File: config.mk
export PLATFORM = sky130hd
export DESIGN_NAME = instruction_memory_loader_flat
export DESIGN_NICKNAME = d
export VERILOG_FILES = /design/src/rtl/instruction_memory_loader_if.sv /design/src/rtl/instruction_memory_loader.sv /design/src/flat_wrapper.sv
export SDC_FILE = /design/constraint.sdc
export NUM_CORES = 1
export LEC_CHECK = 0
export CORE_MARGIN = 8
export CORE_UTILIZATION = 23
export DETAILED_ROUTE_END_ITERATION = 10
export DONT_BUFFER_PORTS = 1
export GPL_ROUTABILITY_DRIVEN = 0
export GPL_TIMING_DRIVEN = 0
export PLACE_DENSITY = 0.35
export SYNTH_ARGS = -nofsm -noshare
export SYNTH_HDL_FRONTEND = slang
export SYNTH_SLANG_ARGS = --single-unit
File: constraint.sdc
create_clock -name clk -period 11.1 [get_ports clk]
set_input_delay 1.665 -clock clk [delete_from_list [all_inputs] [get_ports clk]]
set_output_delay 1.665 -clock clk [all_outputs]
set_load 0.01 [all_outputs]
File: src/rtl/instruction_memory_loader_if.sv
// Byte-stream receive channel and program-memory write port of the boot loader.
interface instruction_memory_loader_if;
    logic [7:0]  Rx_Data_i;
    logic        Rx_Valid_i;
    logic        Rx_Ready_o;
    logic        Mem_Write_o;
    logic [31:0] Mem_Address_o;
    logic [31:0] Mem_Data_o;

    modport slave (
        input  Rx_Data_i,
        input  Rx_Valid_i,
        output Rx_Ready_o,
        output Mem_Write_o,
        output Mem_Address_o,
        output Mem_Data_o
    );

    modport master (
        output Rx_Data_i,
        output Rx_Valid_i,
        input  Rx_Ready_o,
        input  Mem_Write_o,
        input  Mem_Address_o,
        input  Mem_Data_o
    );
endinterface

File: src/rtl/instruction_memory_loader.sv
// Framed byte-stream boot loader: assembles little-endian words, writes them to
// program memory and releases the core reset only after length and checksum pass.
module instruction_memory_loader #(
    parameter int unsigned PROGRAM_MEMORY_DEPTH = 64,
    parameter logic [31:0] BASE_ADDRESS         = 32'h0040_0000
) (
    input  logic                               clk,
    input  logic                               reset,
    input  logic                               Start_i,
    instruction_memory_loader_if.slave         bus,
    output logic                               Cpu_Reset_o,
    output logic                               Done_o,
    output logic                               Error_o
);
    localparam int unsigned LEN_W  = 16;
    localparam int unsigned BYTE_W = 8;
    localparam int unsigned WORD_W = 32;

    typedef enum logic [2:0] {
        S_IDLE, S_LEN_LO, S_LEN_HI, S_PAYLOAD, S_CHECK, S_DONE, S_ERROR
    } state_e;

    state_e              state_q;
    logic [BYTE_W-1:0]   len_lo_q;
    logic [LEN_W-1:0]    len_q;
    logic [LEN_W-1:0]    word_idx_q;
    logic [1:0]          byte_idx_q;
    logic [BYTE_W-1:0]   csum_q;
    logic [23:0]         buf_q;
    logic                rx_ready_q;
    logic                mem_write_q;
    logic [WORD_W-1:0]   mem_addr_q;
    logic [WORD_W-1:0]   mem_data_q;
    logic                cpu_reset_q;
    logic                done_q;
    logic                error_q;

    logic                xfer;
    logic [LEN_W-1:0]    len_full;
    logic [LEN_W-1:0]    word_idx_d;
    logic [BYTE_W-1:0]   csum_d;

    assign xfer       = bus.Rx_Valid_i && rx_ready_q;
    assign len_full   = {bus.Rx_Data_i, len_lo_q};
    assign word_idx_d = word_idx_q + LEN_W'(1);
    assign csum_d     = csum_q + bus.Rx_Data_i;

    assign bus.Rx_Ready_o    = rx_ready_q;
    assign bus.Mem_Write_o   = mem_write_q;
    assign bus.Mem_Address_o = mem_addr_q;
    assign bus.Mem_Data_o    = mem_data_q;
    assign Cpu_Reset_o       = cpu_reset_q;
    assign Done_o            = done_q;
    assign Error_o           = error_q;

    // Frame parser; write strobe defaults low so it lasts exactly one cycle.
    always_ff @(posedge clk or posedge reset) begin
        if (reset) begin
            state_q     <= S_IDLE;
            len_lo_q    <= '0;
            len_q       <= '0;
            word_idx_q  <= '0;
            byte_idx_q  <= '0;
            csum_q      <= '0;
            buf_q       <= '0;
            rx_ready_q  <= 1'b0;
            mem_write_q <= 1'b0;
            mem_addr_q  <= '0;
            mem_data_q  <= '0;
            cpu_reset_q <= 1'b1;
            done_q      <= 1'b0;
            error_q     <= 1'b0;
        end else begin
            mem_write_q <= 1'b0;
            case (state_q)
                S_IDLE, S_DONE, S_ERROR: begin
                    if (Start_i) begin
                        state_q     <= S_LEN_LO;
                        rx_ready_q  <= 1'b1;
                        done_q      <= 1'b0;
                        error_q     <= 1'b0;
                        cpu_reset_q <= 1'b1;
                    end
                end
                S_LEN_LO: begin
                    if (xfer) begin
                        len_lo_q <= bus.Rx_Data_i;
                        state_q  <= S_LEN_HI;
                    end
                end
                S_LEN_HI: begin
                    if (xfer) begin
                        if (len_full == '0 || len_full > LEN_W'(PROGRAM_MEMORY_DEPTH)) begin
                            state_q    <= S_ERROR;
                            rx_ready_q <= 1'b0;
                            error_q    <= 1'b1;
                        end else begin
                            len_q      <= len_full;
                            word_idx_q <= '0;
                            byte_idx_q <= '0;
                            csum_q     <= '0;
                            state_q    <= S_PAYLOAD;
                        end
                    end
                end
                S_PAYLOAD: begin
                    if (xfer) begin
                        csum_q     <= csum_d;
                        byte_idx_q <= byte_idx_q + 2'd1;
                        case (byte_idx_q)
                            2'd0: buf_q[7:0]   <= bus.Rx_Data_i;
                            2'd1: buf_q[15:8]  <= bus.Rx_Data_i;
                            2'd2: buf_q[23:16] <= bus.Rx_Data_i;
                            default: begin
                                mem_data_q  <= {bus.Rx_Data_i, buf_q};
                                mem_addr_q  <= BASE_ADDRESS + (WORD_W'(word_idx_q) << 2);
                                mem_write_q <= 1'b1;
                                word_idx_q  <= word_idx_d;
                                if (word_idx_d == len_q) begin
                                    state_q <= S_CHECK;
                                end
                            end
                        endcase
                    end
                end
                S_CHECK: begin
                    if (xfer) begin
                        rx_ready_q <= 1'b0;
                        if (bus.Rx_Data_i == csum_q) begin
                            state_q     <= S_DONE;
                            done_q      <= 1'b1;
                            cpu_reset_q <= 1'b0;
                        end else begin
                            state_q <= S_ERROR;
                            error_q <= 1'b1;
                        end
                    end
                end
                default: state_q <= S_IDLE;
            endcase
        end
    end
endmodule

File: src/flat_wrapper.sv
// flat-port wrapper written by rule: the top's interface ports become plain ports
module instruction_memory_loader_flat 
#(
    parameter int unsigned PROGRAM_MEMORY_DEPTH = 64,
    parameter logic [31:0] BASE_ADDRESS         = 32'h0040_0000
)
  (clk, reset, Start_i, Cpu_Reset_o, Done_o, Error_o, bus_Rx_Data_i, bus_Rx_Valid_i, bus_Rx_Ready_o, bus_Mem_Write_o, bus_Mem_Address_o, bus_Mem_Data_o);
  instruction_memory_loader_if bus_i ();
  input  logic clk;
  input  logic reset;
  input  logic Start_i;
  output logic Cpu_Reset_o;
  output logic Done_o;
  output logic Error_o;
  input wire logic [$bits(bus_i.Rx_Data_i)-1:0] bus_Rx_Data_i;
  input wire logic [$bits(bus_i.Rx_Valid_i)-1:0] bus_Rx_Valid_i;
  output wire logic [$bits(bus_i.Rx_Ready_o)-1:0] bus_Rx_Ready_o;
  output wire logic [$bits(bus_i.Mem_Write_o)-1:0] bus_Mem_Write_o;
  output wire logic [$bits(bus_i.Mem_Address_o)-1:0] bus_Mem_Address_o;
  output wire logic [$bits(bus_i.Mem_Data_o)-1:0] bus_Mem_Data_o;
  assign bus_i.Rx_Data_i = bus_Rx_Data_i;
  assign bus_i.Rx_Valid_i = bus_Rx_Valid_i;
  assign bus_Rx_Ready_o = bus_i.Rx_Ready_o;
  assign bus_Mem_Write_o = bus_i.Mem_Write_o;
  assign bus_Mem_Address_o = bus_i.Mem_Address_o;
  assign bus_Mem_Data_o = bus_i.Mem_Data_o;
  instruction_memory_loader #(.PROGRAM_MEMORY_DEPTH(PROGRAM_MEMORY_DEPTH), .BASE_ADDRESS(BASE_ADDRESS)) u_core (.clk(clk), .reset(reset), .Start_i(Start_i), .bus(bus_i), .Cpu_Reset_o(Cpu_Reset_o), .Done_o(Done_o), .Error_o(Error_o));
endmodule
== Yosys cells after proc, flatten, opt, wreduce, memory -nomap -nowiden ==
Cells that the tools add are included.
W data, S select, Z words.

* Register bits: 146
* Input bits: 12
* Output and inout port bits: 69
* Logic and storage cells: 109

* $add $sub $neg: 4
* $lt $le $gt $ge: 1
* Equality and inequality tests: 21
* Muxes and demuxes: 43
* Bitwise gates (word level): 2
* Reductions and logical operators: 22

{| class="wikitable"
|+ Operators by type and width
! cell !! count
|-
| $mux W16 || 4
|-
| $pmux W16 S2 || 1
|-
| $add A23 B18 Y24 const A || 1
|-
| $mux W3 || 8
|-
| $mux W8 || 3
|-
| $add A16 B1 Y16 const B || 1
|-
| $eq A16 B16 Y1 || 1
|-
| $gt A16 B7 Y1 const B || 1
|-
| $logic_not A16 Y1 || 1
|-
| $mux W1 || 16
|-
| $pmux W8 S2 || 1
|-
| $pmux W3 S5 || 1
|-
| $reduce_and A3 Y1 || 5
|-
| $ne A2 B1 Y1 const B || 7
|-
| $reduce_and A5 Y1 || 2
|-
| $eq A3 B3 Y1 const B || 3
|-
| $add A8 B8 Y8 || 1
|-
| $eq A8 B8 Y1 || 1
|-
| $mux W2 || 4
|-
| $ne A2 B2 Y1 const B || 4
|-
| $reduce_and A4 Y1 || 2
|-
| $reduce_and A7 Y1 || 1
|-
| $eq A3 B2 Y1 const B || 2
|-
| $pmux W1 S3 || 2
|-
| 16 further kinds || 20
|}

== Depth between registers and ports, before layout ==
* Depth in word-level cells: 6
* Mapped depth: 9
* Gate-level depth less buffers: 8

== Least setup slack after synthesis ==
No wires, ideal clock.

* Path type: in2reg
* From: input port bus_Rx_Data_i[7]
* To: register u_core.csum_q[7]
* Setup time: 126 ps
* Arrival: 3543 ps
* Data required time: 10974 ps
* Slack: 7431 ps
* Stages: 7
* Path buffers: 1
* Path through: buf_6 > or4_4 > or4b_4 > or3_4 > a21boi_2 > nor2b_1 > a311o_1

* Cells in the longest elaborated chain, start to end: 4
* Elaborated cells between the ends (all ways): 8
* Classes of those cells: 1 x add/sub; 1 x order compare; 1 x eq/ne; 2 x mux; 3 x reduce/logical

{| class="wikitable"
|+ Ends and longest elaborated chain
! element !! line !! text
|-
| start, declared || flat_wrapper.sv:15 || <nowiki>input wire logic [$bits(bus_i.Rx_Data_i)-1:0] bus_Rx_Data_i;</nowiki>
|-
| $gt A16 B7 Y1 / $logic_not A16 Y1 (equally long branches) || instruction_memory_loader.sv:93 || <nowiki>if (len_full == '0 || len_full > LEN_W'(PROGRAM_MEMORY_DEPTH)) begin</nowiki>
|-
| $logic_or A1 B1 Y1 || instruction_memory_loader.sv:93 ||
|-
| $ne A2 B2 Y1 (no line) || - ||
|-
| $reduce_and A4 Y1 (no line) || - ||
|-
| end signal, assigned || instruction_memory_loader.sv:108 || <nowiki>csum_q <= csum_d;</nowiki>
|-
| end, declared || instruction_memory_loader.sv:28 || <nowiki>logic [BYTE_W-1:0] csum_q;</nowiki>
|}

Parallel ways exist; a longest one is shown, timed or not. The select of a mux whose other input is x is not followed.
A chain may end at the register's enable or synchronous reset.

== Worst setup path after layout ==
* From: input port bus_Rx_Valid_i
* To: register u_core.word_idx_q[12]

* Cells in the longest elaborated chain, start to end: 3
* Elaborated cells between the ends (all ways): 4
* Classes of those cells: 2 x eq/ne; 2 x reduce/logical

{| class="wikitable"
|+ Ends and longest elaborated chain
! element !! line !! text
|-
| start, declared || flat_wrapper.sv:16 || <nowiki>input wire logic [$bits(bus_i.Rx_Valid_i)-1:0] bus_Rx_Valid_i;</nowiki>
|-
| $logic_and A1 B1 Y1 (*) || instruction_memory_loader.sv:43 || <nowiki>assign xfer = bus.Rx_Valid_i && rx_ready_q;</nowiki>
|-
| $ne A2 B1 Y1 (no line) || - ||
|-
| $reduce_and A5 Y1 (no line) (*) || - ||
|-
| end signal, assigned || instruction_memory_loader.sv:118 || <nowiki>word_idx_q <= word_idx_d;</nowiki>
|-
| end, declared || instruction_memory_loader.sv:26 || <nowiki>logic [LEN_W-1:0] word_idx_q;</nowiki>
|}

Every way passes the cells marked *; elsewhere a longest branch is shown, timed or not.

==> results.txt <==
----------------------------------------------------
[Layout]
  Final #Nets ... 712
  Layout overhead on the synthesized area ... 17.7%
  Fraction of final layout cells sized beyond drive strength 1 ... ~15%
  Number of antenna repair diodes ... 0
  Filler Cells Inserted ... between 2000 and 3000

[CTS]
  Clock Tree Root ... sky130_fd_sc_hd__clkbuf_16
  Quantity of gates resized following cts ... 0
  Quantity of hold-fixing buffers added after cts ... 0
  Clock edge transition at the registers on the reported setup and hold paths ... 70 ps
  Longest Clk Path Bufs ... 2
  Number of H-tree levels ... 4
  Worst-Skew Late Latency ... about 430 ps
  Number of buffers inserted by post-CTS setup repair ... 0
  Number of buffers inserted during clock tree synthesis ... 17
  Num Clock Sinks ... approximately 130
  Clock tree from TritonCTS ... built

[STA]
  Setup repair after global routing missed its margin ... no
  Post-route clock skew ... between 15 and 20 ps
  Final worst path period share ... 31.6%
  Max-Slew Margin vs Limit ... 24.9%
  Slew Limit Fails ... 0
  Final count of negative-setup-slack endpoints ... 0
  Post-route worst setup slack ... 7600 ps
  Post-route minimum period ... 3500 ps
  Final count of hold timing violations ... 0
  Total Negative Setup Slacks ... 0 ps
  Transition time of the tightest slew-check pin ... 1120 ps
  Fmax ... 285 MHz

[Routing]
  Final ANT Viol Nets ... 0
  Vias per std cell ... about 4.5
  Vias after detailed routing ... 4647
  Routed WL ... 17.6 mm
  Number of DRC violations after detailed routing ... 0
  Initial drt markers ... ~210
  Number of detailed-route iterations in the first pass ... 4
  Average detailed-routed wire length per instance ... 16.9 µm

[Synth]
  Ranking of synthesized cells by area ... sky130_fd_sc_hd__dfrtp_1 (51%), sky130_fd_sc_hd__nand2_1 (10%), sky130_fd_sc_hd__mux2_2 (7.3%), sky130_fd_sc_hd__o21ai_0 (2.6%), sky130_fd_sc_hd__ha_1 (2.4%)
  Total of flip-flops plus latches after synthesis ... around 130
  Synth cell count leaders ... sky130_fd_sc_hd__nand2_1 (170), sky130_fd_sc_hd__dfrtp_1 (130), sky130_fd_sc_hd__mux2_2 (41)
  Compound-gate portion of the synthesized area ... ~10%
  Count of mapped cells out of synthesis ... approximately 650
  EDFF count, synth ... 0
  Largest family of logic cells by synthesized area ... simple AND/OR/NAND/NOR gates
  Distinct cells, synth ... between 60 and 70
  Synthesis warning total ... 0
  Cell taking the most area after synthesis ... sky130_fd_sc_hd__dfrtp_1
  Most frequently used cell type in the post-synthesis netlist ... sky130_fd_sc_hd__nand2_1
  Synthesized-area fraction occupied by adder cells ... 2.69%
  Post-synthesis xor/xnor area fraction ... ~3.6%
  Share of the synthesized area in the top cell type ... roughly half
  Per-instance average area after synthesis ... a little under 10 µm²
  Main synth FF type ... sky130_fd_sc_hd__dfrtp_1
  Synth Cell Area ... 6340 µm²
  Share of synthesized area spent on multiplexers ... roughly 7.3%
  Sequential share of the synthesized area ... about half
  Simple-gate share of the synthesized area ... 19.4%
  Async set-or-reset flop fraction in the synthesized netlist ... 100%

[Global routing]
  Pin count of the biggest net entering global routing ... between 60 and 70
  Antenna violations before repair ... 0
  Via count of the first global-routing pass ... roughly 4700
  Global-route wire length before repair ... 28.2 mm
  GRT overflow ... 0
  Overall track demand over capacity in global routing ... roughly 11%

[Outcome]
  Outcome ... finished, final reports clean

[Power]
  Part of the power in registers ... between 40% and 50%
  Peak supply drop ... around 72 µV
  Combinational group share of total power ... 2.7%
  Clock share of power ... 53.0%
  Leakage power summed over all cells ... about 3.7 nW
  Internal power of the cells ... 0.793 mW
  Total power per unit cell area ... 144 nW/µm²
  Psw ... about 0.28 mW
  Overall power of the completed layout ... 1.08 mW
  Net switching share of the total power ... a little over a quarter

[Worst setup path]
  FF-to-FF Start ... u_core.word_idx_q[4]
  Capture point of the worst reg-to-reg path ... u_core.state_q[0]
  Capture point of the worst path ... u_core.word_idx_q[12]
  Nature of the critical path endpoint ... flop
  Register-to-Register Path Depth ... 7
  Data required time at the worst endpoint ... about 11000 ps
  Critical Path AT ... around 3900 ps
  Crit path launch type ... input pin
  WS Path Type ... in -> reg
  Critical-path maximum fanout ... 10
  Worst setup path startpoint ... bus_Rx_Valid_i
  Minimum setup slack among reg-to-reg paths ... between 8000 and 9000 ps

[Min path]
  Hold-critical path depth ... 2
  Hold Path Class ... reg -> reg

[Floorplanning]
  Starting density of the core ... roughly a quarter
  Number of top-level design ports ... 81
  Core ar. ... around 27000 µm²
  Floorplan row count ... 60
  Die boundary height ... ~180 µm
  Die W ... roughly 180 µm
  Die Area ... between 30000 and 40000 µm²

[Place]
  Minimum setup slack after placement ... 7110 ps
  HPWL after detailed placement ... 12.5 mm
  Quantity of I/O buffers inserted on ports ... 0

[Run]
  Max-cap violations ... 0

----------------------------------------------------
[flip-flops by register name, indices dropped and copies added, names as in the netlist, 3 cells and up]
name	cells
u_core.bus.Mem_Data_o	32
u_core.len_q	16
u_core.len_lo_q	8
u_core.state_q	3
u_core.bus.Mem_Address_o	17
u_core.buf_q	24
u_core.csum_q	8
u_core.word_idx_q	16
[final cells by class]
| class | count | area (µm²) | share of cell area (%) |
|---|---|---|---|
| Clock buffer | 17 | 425 | 5.70 |
| Multi-Input combinational cell | 470 | 2790 | 37.4 |
| Timing Repair Buffer | 1 | 27.5 | 0.369 |
| Buffer | 49 | 255 | 3.42 |
| Clock inverter | 15 | 186 | 2.50 |
| Inverter | 17 | 68.8 | 0.923 |
| Sequential cell | 131 | 3280 | 44.0 |
| Tap cell | 341 | 427 | 5.72 |
[worst min path at each step]
stage                                           end              from  slack (ps)
after floorplan            u_core.bus.Mem_Data_o[0]   u_core.buf_q[0]         430
after global placement     u_core.bus.Mem_Data_o[1]   u_core.buf_q[1]         450
after detailed placement  u_core.bus.Mem_Data_o[19]  u_core.buf_q[19]         450
after CTS                 u_core.bus.Mem_Data_o[19]  u_core.buf_q[19]         470
after global routing      u_core.bus.Mem_Data_o[14]  u_core.buf_q[14]         490
final                      u_core.bus.Mem_Data_o[8]   u_core.buf_q[8]         460
[logic make-up after synthesis]
group           Yosys count
buf+inv                  66
mux                      41
fa+ha+maj                13
simple gates            276
other cells               1
xor+xnor                 26
compound gates           99
flops                   131
[layer usage]
metal	share of wire, %	vias to the layer above	GRT usage, %	wire length (µm)
met3	5.2	25	3.09	911
met4	1.7	0	4.26	305
met2	48	94	18.0	8480
li1	-	2264	-	-
met1	45	2264	13.6	7910
met5	0	-	0	0
[cells in the final DEF (no fill, tap or decap), drive strengths merged, types with 4 or more instances in the layout]
master / Yosys / final
nand2: 170 / 170
dfrtp: 130 / 130
mux2: 41 / 41
clkbuf: 24 / 41
o21ai: 34 / 34
nor2: 28 / 28
buf: 25 / 26
inv: 16 / 25
a21oi: 18 / 18
nand3: 15 / 15
conb: 1 / 15
xnor2: 14 / 14
nor3: 13 / 13
and2: 13 / 13
xor2: 12 / 12
ha: 12 / 12
nor4: 7 / 7
clkinv: 1 / 7
a21o: 6 / 6
nand4: 6 / 6
o21a: 6 / 6
and3: 6 / 6
nor2b: 5 / 5
o31ai: 4 / 4
a31oi: 4 / 4
[power by group through the flow]
stage	combinational (mW)	clock (mW)	sequential, mW
3_5_place_dp	0.0293	0	0.486
5_1_grt	0.0331	0.608	0.477
6_report	0.0287	0.570	0.477
2_1_floorplan	0.0226	0	0.486
4_1_cts	0.0295	0.589	0.477
3_3_place_gp	0.0276	0	0.486
[worst max-delay path, cell delays in order]
cell and delay [ps]:
sky130_fd_sc_hd__and4b_1 230, sky130_fd_sc_hd__and2_1 140, sky130_fd_sc_hd__clkbuf_1 210, sky130_fd_sc_hd__nand2_1 420, sky130_fd_sc_hd__inv_2 370, sky130_fd_sc_hd__buf_1 510, sky130_fd_sc_hd__nand2_1 110, sky130_fd_sc_hd__a31oi_1 190
[metrics by stage]
stage / area [µm²] / utilization (%) / hold WS (ps) / instances
after CTS: 7460 / 27.6 / 470 / 1041
after global placement: 6820 / 25.2 / 445 / 1008
after global routing: 7460 / 27.6 / 495 / 1041
after floorplan: 6390 / - / 433 / 667
after detailed placement: 6850 / 25.3 / 452 / 1009
final: 7460 / 27.6 / 463 / 1041
No activity file was read; power rests on OpenSTA's default activity.
